[src/rtl/imem_access_arbiter_pkg.sv]
`default_nettype none
// ---- imem_arb_pkg: shared types and constants for the imem access arbiter. Rev 1.0
package imem_arb_pkg;

  typedef enum logic [0:0] {
    BOOT = 1'b0,
    RUN  = 1'b1
  } arb_state_e;

  localparam int DEPTH_DEFAULT = 256;

  localparam logic RD = 1'b1;
  localparam logic WR = 1'b0;

  // Returned in place of memory data for out-of-range fetches.
  localparam logic [31:0] ERR_FILL = 32'h0000_0000;

endpackage
`default_nettype wire

[src/rtl/imem_access_arbiter_if.sv]
`default_nettype none
// ---- imem_access_arbiter_if: fetch, loader and memory-pin bundle around the arbiter. Rev 1.0
interface imem_access_arbiter_if #(
  parameter int ADDR_W = 10,
  parameter int DATA_W = 32
);

  logic              fetch_req;
  logic [ADDR_W-1:0] fetch_addr;
  logic              fetch_flush;
  logic              fetch_gnt;
  logic              fetch_rvalid;
  logic [DATA_W-1:0] fetch_rdata;
  logic              fetch_err;

  logic              ld_req;
  logic [ADDR_W-1:0] ld_addr;
  logic [DATA_W-1:0] ld_data;
  logic              ld_done;
  logic              ld_gnt;
  logic              ld_err;

  logic              boot_done;

  logic [ADDR_W-1:0] mem_addr;
  logic [DATA_W-1:0] mem_wdata;
  logic [DATA_W-1:0] mem_rdata;
  logic              mem_rd_wrb;

  modport slave (
    input  fetch_req, fetch_addr, fetch_flush,
    input  ld_req, ld_addr, ld_data, ld_done,
    input  mem_rdata,
    output fetch_gnt, fetch_rvalid, fetch_rdata, fetch_err,
    output ld_gnt, ld_err, boot_done,
    output mem_addr, mem_wdata, mem_rd_wrb
  );

  modport master (
    output fetch_req, fetch_addr, fetch_flush,
    output ld_req, ld_addr, ld_data, ld_done,
    output mem_rdata,
    input  fetch_gnt, fetch_rvalid, fetch_rdata, fetch_err,
    input  ld_gnt, ld_err, boot_done,
    input  mem_addr, mem_wdata, mem_rd_wrb
  );

endinterface
`default_nettype wire

[src/rtl/imem_access_arbiter_rr_arb2.sv]
`default_nettype none
// ---- rr_arb2: two-way round-robin arbiter; requester 0 wins the first conflict after reset. Rev 1.0
module rr_arb2 (
  input  logic clk,
  input  logic rst,
  input  logic en_i,
  input  logic req0_i,
  input  logic req1_i,
  output logic gnt0_o,
  output logic gnt1_o
);

  // High when requester 1 received the most recent grant.
  logic last1_q;
  logic last1_d;

  assign gnt0_o = en_i & req0_i & (~req1_i | last1_q);
  assign gnt1_o = en_i & req1_i & (~req0_i | ~last1_q);

  always_comb begin
    last1_d = last1_q;
    if (gnt0_o | gnt1_o) begin
      last1_d = gnt1_o;
    end
  end

  always_ff @(posedge clk) begin
    if (rst) begin
      last1_q <= 1'b1;
    end else begin
      last1_q <= last1_d;
    end
  end

endmodule
`default_nettype wire

[src/rtl/imem_access_arbiter.sv]
`default_nettype none
// ---- imem_access_arbiter: boot sequencing and round-robin sharing of the instruction memory port. Rev 1.0
// Defining IMEM_ARB_WPROT_EN write-protects the memory once the arbiter is in RUN.
module imem_access_arbiter
  import imem_arb_pkg::*;
#(
  parameter int ADDR_W = 10,
  parameter int DATA_W = 32,
  parameter int DEPTH  = DEPTH_DEFAULT
) (
  input logic                  clk,
  input logic                  rst,
  imem_access_arbiter_if.slave bus
);

  localparam logic [0:0]      ST_BOOT     = BOOT;
  localparam logic [0:0]      ST_RUN      = RUN;
  localparam logic [ADDR_W:0] c_depth_lim = (ADDR_W + 1)'(DEPTH);

  logic [0:0]        state_q;
  logic [0:0]        state_d;
  logic              rvalid_q;
  logic              rvalid_d;
  logic              err_q;
  logic              err_d;
  logic [DATA_W-1:0] rdata_q;
  logic [DATA_W-1:0] rdata_d;

  logic w_run;
  logic w_fetch_cand;
  logic w_rr_fgnt;
  logic w_rr_lgnt;
  logic w_fetch_gnt;
  logic w_ld_gnt;
  logic w_fetch_oor;
  logic w_ld_oor;
  logic w_wprot;
  logic w_do_write;

  assign w_run = (state_q == ST_RUN);

`ifdef IMEM_ARB_WPROT_EN
  assign w_wprot = w_run;
`else
  assign w_wprot = 1'b0;
`endif

  assign w_fetch_oor = ({1'b0, bus.fetch_addr} >= c_depth_lim);
  assign w_ld_oor    = ({1'b0, bus.ld_addr} >= c_depth_lim);

  // A flush takes fetch out of contention so the loader can win that cycle.
  assign w_fetch_cand = bus.fetch_req & ~bus.fetch_flush;

  rr_arb2 u_rr_arb2 (
    .clk    (clk),
    .rst    (rst),
    .en_i   (w_run),
    .req0_i (w_fetch_cand),
    .req1_i (bus.ld_req),
    .gnt0_o (w_rr_fgnt),
    .gnt1_o (w_rr_lgnt)
  );

  assign w_fetch_gnt = w_rr_fgnt;
  assign w_ld_gnt    = w_run ? w_rr_lgnt : bus.ld_req;
  assign w_do_write  = w_ld_gnt & ~w_ld_oor & ~w_wprot;

  always_comb begin
    state_d = state_q;
    if ((state_q == ST_BOOT) && bus.ld_done) begin
      state_d = ST_RUN;
    end
  end

  always_comb begin
    bus.mem_rd_wrb = RD;
    bus.mem_addr   = '0;
    bus.mem_wdata  = '0;
    if (w_ld_gnt) begin
      bus.mem_addr  = bus.ld_addr;
      bus.mem_wdata = bus.ld_data;
      if (w_do_write) begin
        bus.mem_rd_wrb = WR;
      end
    end else if (w_fetch_gnt) begin
      bus.mem_addr = bus.fetch_addr;
    end
  end

  always_comb begin
    rvalid_d = w_fetch_gnt;
    err_d    = w_fetch_gnt & w_fetch_oor;
    rdata_d  = rdata_q;
    if (w_fetch_gnt) begin
      rdata_d = w_fetch_oor ? DATA_W'(ERR_FILL) : bus.mem_rdata;
    end
  end

  always_ff @(posedge clk) begin
    if (rst) begin
      state_q  <= ST_BOOT;
      rvalid_q <= 1'b0;
      err_q    <= 1'b0;
      rdata_q  <= '0;
    end else begin
      state_q  <= state_d;
      rvalid_q <= rvalid_d;
      err_q    <= err_d;
      rdata_q  <= rdata_d;
    end
  end

  assign bus.fetch_gnt    = w_fetch_gnt;
  assign bus.fetch_rvalid = rvalid_q & ~bus.fetch_flush;
  assign bus.fetch_err    = err_q & ~bus.fetch_flush;
  assign bus.fetch_rdata  = rdata_q;
  assign bus.ld_gnt       = w_ld_gnt;
  assign bus.ld_err       = w_ld_gnt & (w_ld_oor | w_wprot);
  assign bus.boot_done    = w_run;

endmodule
`default_nettype wire

[src/flat_wrapper.sv]
// flat-port wrapper written by rule: the top's interface ports become plain ports
module imem_access_arbiter_flat import imem_arb_pkg::*;
#(
  parameter int ADDR_W = 10,
  parameter int DATA_W = 32,
  parameter int DEPTH  = DEPTH_DEFAULT
)
  (clk, rst, bus_fetch_req, bus_fetch_addr, bus_fetch_flush, bus_ld_req, bus_ld_addr, bus_ld_data, bus_ld_done, bus_mem_rdata, bus_fetch_gnt, bus_fetch_rvalid, bus_fetch_rdata, bus_fetch_err, bus_ld_gnt, bus_ld_err, bus_boot_done, bus_mem_addr, bus_mem_wdata, bus_mem_rd_wrb);
  imem_access_arbiter_if #(.ADDR_W(ADDR_W), .DATA_W(DATA_W)) bus_i ();
  input logic clk;
  input logic rst;
  input wire logic [$bits(bus_i.fetch_req)-1:0] bus_fetch_req;
  input wire logic [$bits(bus_i.fetch_addr)-1:0] bus_fetch_addr;
  input wire logic [$bits(bus_i.fetch_flush)-1:0] bus_fetch_flush;
  input wire logic [$bits(bus_i.ld_req)-1:0] bus_ld_req;
  input wire logic [$bits(bus_i.ld_addr)-1:0] bus_ld_addr;
  input wire logic [$bits(bus_i.ld_data)-1:0] bus_ld_data;
  input wire logic [$bits(bus_i.ld_done)-1:0] bus_ld_done;
  input wire logic [$bits(bus_i.mem_rdata)-1:0] bus_mem_rdata;
  output wire logic [$bits(bus_i.fetch_gnt)-1:0] bus_fetch_gnt;
  output wire logic [$bits(bus_i.fetch_rvalid)-1:0] bus_fetch_rvalid;
  output wire logic [$bits(bus_i.fetch_rdata)-1:0] bus_fetch_rdata;
  output wire logic [$bits(bus_i.fetch_err)-1:0] bus_fetch_err;
  output wire logic [$bits(bus_i.ld_gnt)-1:0] bus_ld_gnt;
  output wire logic [$bits(bus_i.ld_err)-1:0] bus_ld_err;
  output wire logic [$bits(bus_i.boot_done)-1:0] bus_boot_done;
  output wire logic [$bits(bus_i.mem_addr)-1:0] bus_mem_addr;
  output wire logic [$bits(bus_i.mem_wdata)-1:0] bus_mem_wdata;
  output wire logic [$bits(bus_i.mem_rd_wrb)-1:0] bus_mem_rd_wrb;
  assign bus_i.fetch_req = bus_fetch_req;
  assign bus_i.fetch_addr = bus_fetch_addr;
  assign bus_i.fetch_flush = bus_fetch_flush;
  assign bus_i.ld_req = bus_ld_req;
  assign bus_i.ld_addr = bus_ld_addr;
  assign bus_i.ld_data = bus_ld_data;
  assign bus_i.ld_done = bus_ld_done;
  assign bus_i.mem_rdata = bus_mem_rdata;
  assign bus_fetch_gnt = bus_i.fetch_gnt;
  assign bus_fetch_rvalid = bus_i.fetch_rvalid;
  assign bus_fetch_rdata = bus_i.fetch_rdata;
  assign bus_fetch_err = bus_i.fetch_err;
  assign bus_ld_gnt = bus_i.ld_gnt;
  assign bus_ld_err = bus_i.ld_err;
  assign bus_boot_done = bus_i.boot_done;
  assign bus_mem_addr = bus_i.mem_addr;
  assign bus_mem_wdata = bus_i.mem_wdata;
  assign bus_mem_rd_wrb = bus_i.mem_rd_wrb;
  imem_access_arbiter #(.ADDR_W(ADDR_W), .DATA_W(DATA_W), .DEPTH(DEPTH)) u_core (.clk(clk), .rst(rst), .bus(bus_i));
endmodule
[config.mk]
export PLATFORM = sky130hd
export DESIGN_NAME = imem_access_arbiter_flat
export DESIGN_NICKNAME = d
export VERILOG_FILES = /design/src/rtl/imem_access_arbiter_pkg.sv /design/src/rtl/imem_access_arbiter_if.sv /design/src/rtl/imem_access_arbiter_rr_arb2.sv /design/src/rtl/imem_access_arbiter.sv /design/src/flat_wrapper.sv
export SDC_FILE = /design/constraint.sdc
export NUM_CORES = 1
export LEC_CHECK = 0
export ABC_AREA = 0
export CORE_MARGIN = 5
export CORE_UTILIZATION = 33
export CTS_BUF_LIST = sky130_fd_sc_hd__clkbuf_4 sky130_fd_sc_hd__clkbuf_8
export DETAILED_ROUTE_END_ITERATION = 16
export GPL_TIMING_DRIVEN = 0
export PLACE_DENSITY = 0.82
export SLEW_MARGIN = 30
export SYNTH_ARGS = -nofsm -noshare
export SYNTH_HDL_FRONTEND = slang
export SYNTH_HIERARCHICAL = 1
export SYNTH_SLANG_ARGS = --single-unit
[constraint.sdc]
create_clock -name clk -period 2.3 [get_ports clk]
set_input_delay 0.575 -clock clk [delete_from_list [all_inputs] [get_ports clk]]
set_output_delay 0.575 -clock clk [all_outputs]
set_load 0.03 [all_outputs]
==> results of run 1 <==
-- per-layer routing --
layer	vias to the layer above	track usage	wire [um]
met5	-	0	0
met4	0	0.0742	260
met3	20	0.0577	1040
met2	116	0.373	4270
met1	1098	0.242	3240
li1	1157	-	-
-- report_power, final --
| group | total, mW | switching (mW) | internal (mW) |
|---|---|---|---|
| Combinational | 0.621 | 0.292 | 0.329 |
| Clock | 0.482 | 0.214 | 0.268 |
| Sequential | 0.637 | 0.00661 | 0.631 |
| Total | 1.74 | 0.513 | 1.23 |
-- timing repair --
item | in CTS | in global routing
buffers inserted | 8 | 2
pin swaps | 1 | 0
endpoints found under the setup margin | 48 | 39
gates resized for setup | 268 | 25
gates cloned | 1 | 0
-- per-stage QoR --
| stage | cells | hold WS, ps | setup WS (ps) | utilization |
|---|---|---|---|---|
| 2_1_floorplan | 235 | 548 | -6.48 | - |
| 3_3_place_gp | 480 | 457 | -1140 | 0.676 |
| 3_5_place_dp | 480 | 461 | -1190 | 0.676 |
| 4_1_cts | 495 | 474 | -58.2 | 0.685 |
| 5_1_grt | 495 | 494 | -41.9 | 0.693 |
| 6_report | 495 | 475 | -12.3 | 0.693 |
-- worst paths after layout --
kind                                   start                    endpoint  cells after the start
hold / removal    u_core/bus.fetch_rdata[27]  u_core/bus.fetch_rdata[27]                      2
setup reg to reg        u_core/bus.boot_done  u_core/bus.fetch_rdata[24]                      8
hold reg to reg   u_core/bus.fetch_rdata[27]  u_core/bus.fetch_rdata[27]                      2
setup / recovery             bus_fetch_flush             bus_mem_addr[7]                      8
-- area by class of cell --
class                           count  share of cell area
Buffer                             20              0.0340
Clock buffer                        8              0.0237
Inverter                           12              0.0109
Multi-Input combinational cell    165               0.330
Sequential cell                    36               0.176
Tap cell                           75              0.0227
Timing Repair Buffer              179               0.403
-- cell usage in the layout (no fill, tap or decap), types with 7 or more instances in the layout --
cell type	instances
clkdlybuf4s50_1	119
dfxtp_1	35
nand2b_1	33
nor2b_1	32
nand4bb_1	32
a21oi_1	32
buf_2	28
buf_6	14
buf_4	14
inv_1	12
mux2i_4	11
nand2_2	11
clkbuf_1	11
clkbuf_8	7
-- state kept, by name, indices dropped and copies added (netlist names) --
| signal | cells |
|---|---|
| u_core/bus.fetch_rdata | 32 |
| u_core/err_q | 1 |
| u_core/rvalid_q | 1 |
| u_core/bus.boot_done | 1 |
| u_core/u_rr_arb2/last1_q | 1 |
-- worst reg2reg max path: stages (launching register included) --
cell and delay, ps:
dfxtp_4 400, nand2_2 90, a21oi_4 130, buf_4 130
buf_4 100, buf_2 190, clkbuf_1 320, nand2b_1 170
a21oi_1 70
-- cell families (layout without fill, tap and decap cells) --
family / after synthesis / after routing / share of synthesized area
AOI/OAI and AO/OA: 37 / 37 / 0.0955
buffers and inverters: 34 / 219 / 0.0741
DFF: 36 / 36 / 0.353
muxes: 11 / 11 / 0.0600
and+or+nand+nor: 117 / 117 / 0.418
==> results.md, run 1 <==
- Slew margin rel.: 0.669
- Initial Util: 0.343
- Status: complete, but fails checks
- Sequential area share after synthesis: 0.353
- Synth warn: 6
- Final setup viols: 2
- Max Cap Violations: 0
- Core box area: 0.00596 mm2
- Number of flops mapped to enable cells by yosys: 0
- Max clock buf depth: 2
- Mapped Area: 0.00204 mm2
- Clock Tree Root: clkbuf_8
- Gr ovfl total: 0
- H-tree levels: 2
- Final Skew: 6.24 ps
- Layout Nets: 509
- Largest net degree at the start of global routing: 17
- Kind of critical path: in -> out
- Post-route ant nets: 0
- Area contributors post-synth: dfxtp_1 (35%), nand4bb_1 (18%), nor2b_1 (11%)
- Remaining DRCs: 0
- Worst-Margin Slew: 496 ps
- RSZ-0062 raised after global routing: true
- Pwr/cell area: 422 mW/mm2
- Leading area contributor after synthesis: dfxtp_1
- Num rows: 28
- Cell chain of the critical path: buf_8 > nor2b_4 > a21oi_2 > mux2i_4 > buf_12 > buf_12 > mux2i_4 > buf_6
- IO Port Bufs: 170
- Max stage delay cell, worst path: mux2i_4
- Fin Setup TNS: -16.4 ps
- Fillers: 504
- I/O Pins: 171
- Number of clock sinks: 36
- Drt pass-1 iters: 4
- Die area: 0.00787 mm2
- Final WL: 8810 um
- Initial DRC count: 74
- Static Leakage: 1.58 nW
- Final hold vios: 0
- Post-route setup slack: -12.3 ps
- Vias per cell: 4.83
- Syn Inst Count: 235
- Dpl cell area: 0.00403 mm2
- Cts hold-fix bufs: 0
- Die Y: 88.7 um
- Worst-skew pair later-pin latency: 280 ps
- Async SR Flop Fraction: 0
- Initial antenna violation count: 0
- Total power: 1.74 mW
- Vias: 2391
- Routed wire per std cell: 17.8 um
- Clock transition at the registers of the reported paths: 70 ps
- Count leader, synth: dfxtp_1
- Layout cells sized above 1: 0.240
- Worst ir drop on vdd: 0.313 mV
- Num CTS Buffers: 5
- Netlist cell types: 18
- First-pass GRT wire length: 12800 um
- # diodes: 0
- Slew Limit Fails: 0
- Vias in the first global route: 2463
- R2R setup slack: 570 ps
- CP Buf/Inv Count: 4
- DP HPWL: 6890 um
- Tmin final: 2310 ps
- CP Launch Type: primary input
- Sequential cell area: 724 um2
- Top cell type's share of synthesized area: 0.353
- Fmax: 432 MHz
- Crit-path max FO: 8
- Worst hold path class: reg -> reg
- Worst path required time: 1730 ps
- Die X: 88.7 um
- Mapped Nets: 325
- Crit path DAT: 1740 ps
- Syn avg cell area: 8.69 um2
- Area growth, synth to finish: 102%
- Critical path capture point type: output port
- Post-route clock period utilization: 1.01
- Max incr delay on CP: 240 ps
- Gr usage total: 0.211
- Crit path max-delay family: buffers and inverters
- GPL Wtd Cong: 0.781
- Multi-input logic area: 0.00136 mm2
- Main synth FF type: dfxtp_1
- Design Area, Final: 0.00413 mm2
- CTS tree: built
- Failing checks: setup timing
- Synth top cells by count: dfxtp_1 (36), nor2b_1 (35), a21oi_1 (34)
- Yosys reg bits: 36
No activity file was read; power rests on OpenSTA's default activity.
==> inputs of run 2 (changes only) <==
CELL_PAD_IN_SITES_DETAIL_PLACEMENT = 0   (was unset)
CELL_PAD_IN_SITES_GLOBAL_PLACEMENT = 2   (was unset)
CORE_UTILIZATION = 16   (was 33)
==> run 2 against run 1 <==
  * The run still ends with setup timing left
  * Power is 21% higher
  * Worst setup slack worse by 17 ps
  * Die area is 92% higher
  * First-iteration DRC count fell by 11%
  * Clock power is 65% higher
  * Largest power group is now the clock network
==> results.md, run 2 (synthesis gave the netlist of run 1 again) <==
- Routed wire per std cell: 16.5 um (-7.3%)
- Hold depth: 2 (unchanged)
- Die Y: 123 um (+39%)
- Most Used Layer, Global Route: met2
- Drt pass-1 iters: 4 (unchanged)
- Largest net degree at the start of global routing: 13 (-4)
- CP Launch Type: primary input
- Met3 Track Usage GR: 0.0439 (-0.0138)
- Pre-CTS WS: -1240 ps (-49.7 ps)
- I/O Pins: 171 (unchanged)
- # diodes: 0 (unchanged)
- Worst-skew pair later-pin latency: 290 ps (about the same)
- Max clock buf depth: 2 (unchanged)
- Crit-path max FO: 7 (-1)
- Initial DRC count: 66 (-11%)
- Fmax: 429 MHz (-0.72%)
- Post-route ant nets: 0 (unchanged)
- RSZ-0062 raised after global routing: true
- Max Cap Violations: 0 (unchanged)
- Layout cells sized above 1: 0.280 (+0.0391)
- Worst ir drop on vdd: 0.254 mV (-19%)
- Status: complete, but fails checks
- H-tree levels: 2 (unchanged)
- HP Start: u_core/bus.fetch_rdata[24]
- First-pass GRT wire length: 14300 um (+12%)
- Critical path capture point type: output port
- Vias per cell: 4.10 (-15%)
- Tmin final: 2330 ps (+16.8 ps)
- FF-to-FF End: u_core/bus.fetch_rdata[5]
- Final setup viols: 7 (+5)
- Num rows: 41 (+46%)
- Final WL: 9800 um (+11%)
- Clock transition at the registers of the reported paths: 90 ps (+20 ps)
- RR Startpoint: u_core/bus.boot_done
- Total power: 2.11 mW (+21%)
- Core box area: 0.0126 mm2 (+110%)
- Remaining DRCs: 0 (unchanged)
- Post-route clock period utilization: 1.01 (+0.00728)
- Post-route setup slack: -29.0 ps (-16.8 ps)
- Pwr/cell area: 471 mW/mm2 (+12%)
- GR Util met1: 0.142 (-0.0995)
- Layout Nets: 511 (+0.39%)
- Crit path DAT: 1750 ps (about the same)
- Slew margin rel.: 0.644 (-0.0248)
- IO Port Bufs: 170 (unchanged)
- DP HPWL: 7670 um (+11%)
- Gr ovfl total: 0 (unchanged)
- R2R setup slack: 520 ps (-50 ps)
- R2R depth: 8 (unchanged)
- Commonest non-fill, non-tap cell in the layout: clkdlybuf4s50_1
- Failing checks: setup timing
- Area growth, synth to finish: 119%
- Initial antenna violation count: 0 (unchanged)
- Worst path required time: 1730 ps (about the same)
- Die area: 0.0151 mm2 (+92%)
- Kind of critical path: in -> out
- Max reg flops: 32 (unchanged)
- Worst hold path class: reg -> reg
- Num CTS Buffers: 5 (unchanged)
- Vias: 2437 (+1.9%)
- Vias in the first global route: 2555 (+3.7%)
- CTS tree: built
- Clock Tree Root: clkbuf_8
- Hold EP: u_core/bus.fetch_rdata[24]
- Gr usage total: 0.122 (-0.0889)
- Static Leakage: 1.66 nW (+5.4%)
- Commonest non-fill, non-tap cells in the layout: clkdlybuf4s50_1 (119), dfxtp_1 (35), nand2b_1 (33)
- Met2 Usage GRT: 0.219 (-0.154)
- Die X: 123 um (+39%)
- Hold_ws: 478 ps (+3.14 ps)
- Final Skew: 5.97 ps (-0.274 ps)
- GPL Wtd Cong: 0.671 (-14%)
- Worst-Margin Slew: 534 ps (+37.3 ps)
- Slew Limit Fails: 0 (unchanged)
- Number of clock sinks: 36 (unchanged)
- Final hold vios: 0 (unchanged)
- Initial Util: 0.163 (-0.180)
==> run 2: how the worst max path moves through the flow <==
stage	startpoint	slack, ps	cells after the start	endpoint
finish	bus_fetch_flush	-30	8	bus_mem_addr[2]
global route	bus_fetch_req	-100	9	bus_mem_wdata[14]
CTS	bus_fetch_flush	-40	8	bus_mem_addr[2]
detailed placement	bus_fetch_flush	-1240	7	bus_mem_addr[8]
global placement	bus_fetch_flush	-1230	7	bus_mem_addr[8]
floorplan	bus_fetch_req	-6	7	bus_mem_addr[8]
==> run 2: area by class of cell <==
cell class | instances | area, um2
plain buffers | 21 | 155
clock buffers | 5 | 68.8
clock inverters | 3 | 90.1
fillers | 1307 | 8090
inverters | 12 | 45.0
multi-input cells | 165 | 1420
flip-flops and latches | 36 | 724
well taps | 172 | 215
repair buffers | 180 | 1770
==> run 2: per-layer routing <==
metal | share of wire | vias up
met5 | 0 | -
met2 | 0.47 | 129
met3 | 0.11 | 7
li1 | - | 1171
met1 | 0.41 | 1130
met4 | 0.0053 | 0
==> run 2: timing repair <==
item | 4_1_cts | 5_1_grt
endpoints found under the setup margin | 48 | 41
hold buffers | 0 | 0
resized for setup | 292 | 65
setup buffers | 8 | 1
pin swaps | 1 | 0
cloned | 2 | 0
==> run 2: power by group <==
part / total, mW / switching [mW] / internal, mW
clock: 0.797 / 0.254 / 0.543
combinational: 0.676 / 0.310 / 0.365
sequential: 0.637 / 0.00664 / 0.630
==> run 2: critical path: stages <==
cell and delay [ps]:
buf_8 100, nor2b_4 120, a21oi_2 70, mux2i_4 160, buf_12 160, buf_8 130, mux2i_4 260, buf_6 160
==> run 2: per-stage QoR <==
stage	cells	util	setup TNS (ps)	area [um2]
3_5_place_dp	577	0.330	-51690	4150
3_3_place_gp	577	0.330	-50470	4150
5_1_grt	594	0.356	-1010	4480
2_1_floorplan	235	-	-16.2	2230
6_report	594	0.356	-105	4480
4_1_cts	594	0.344	-154	4320
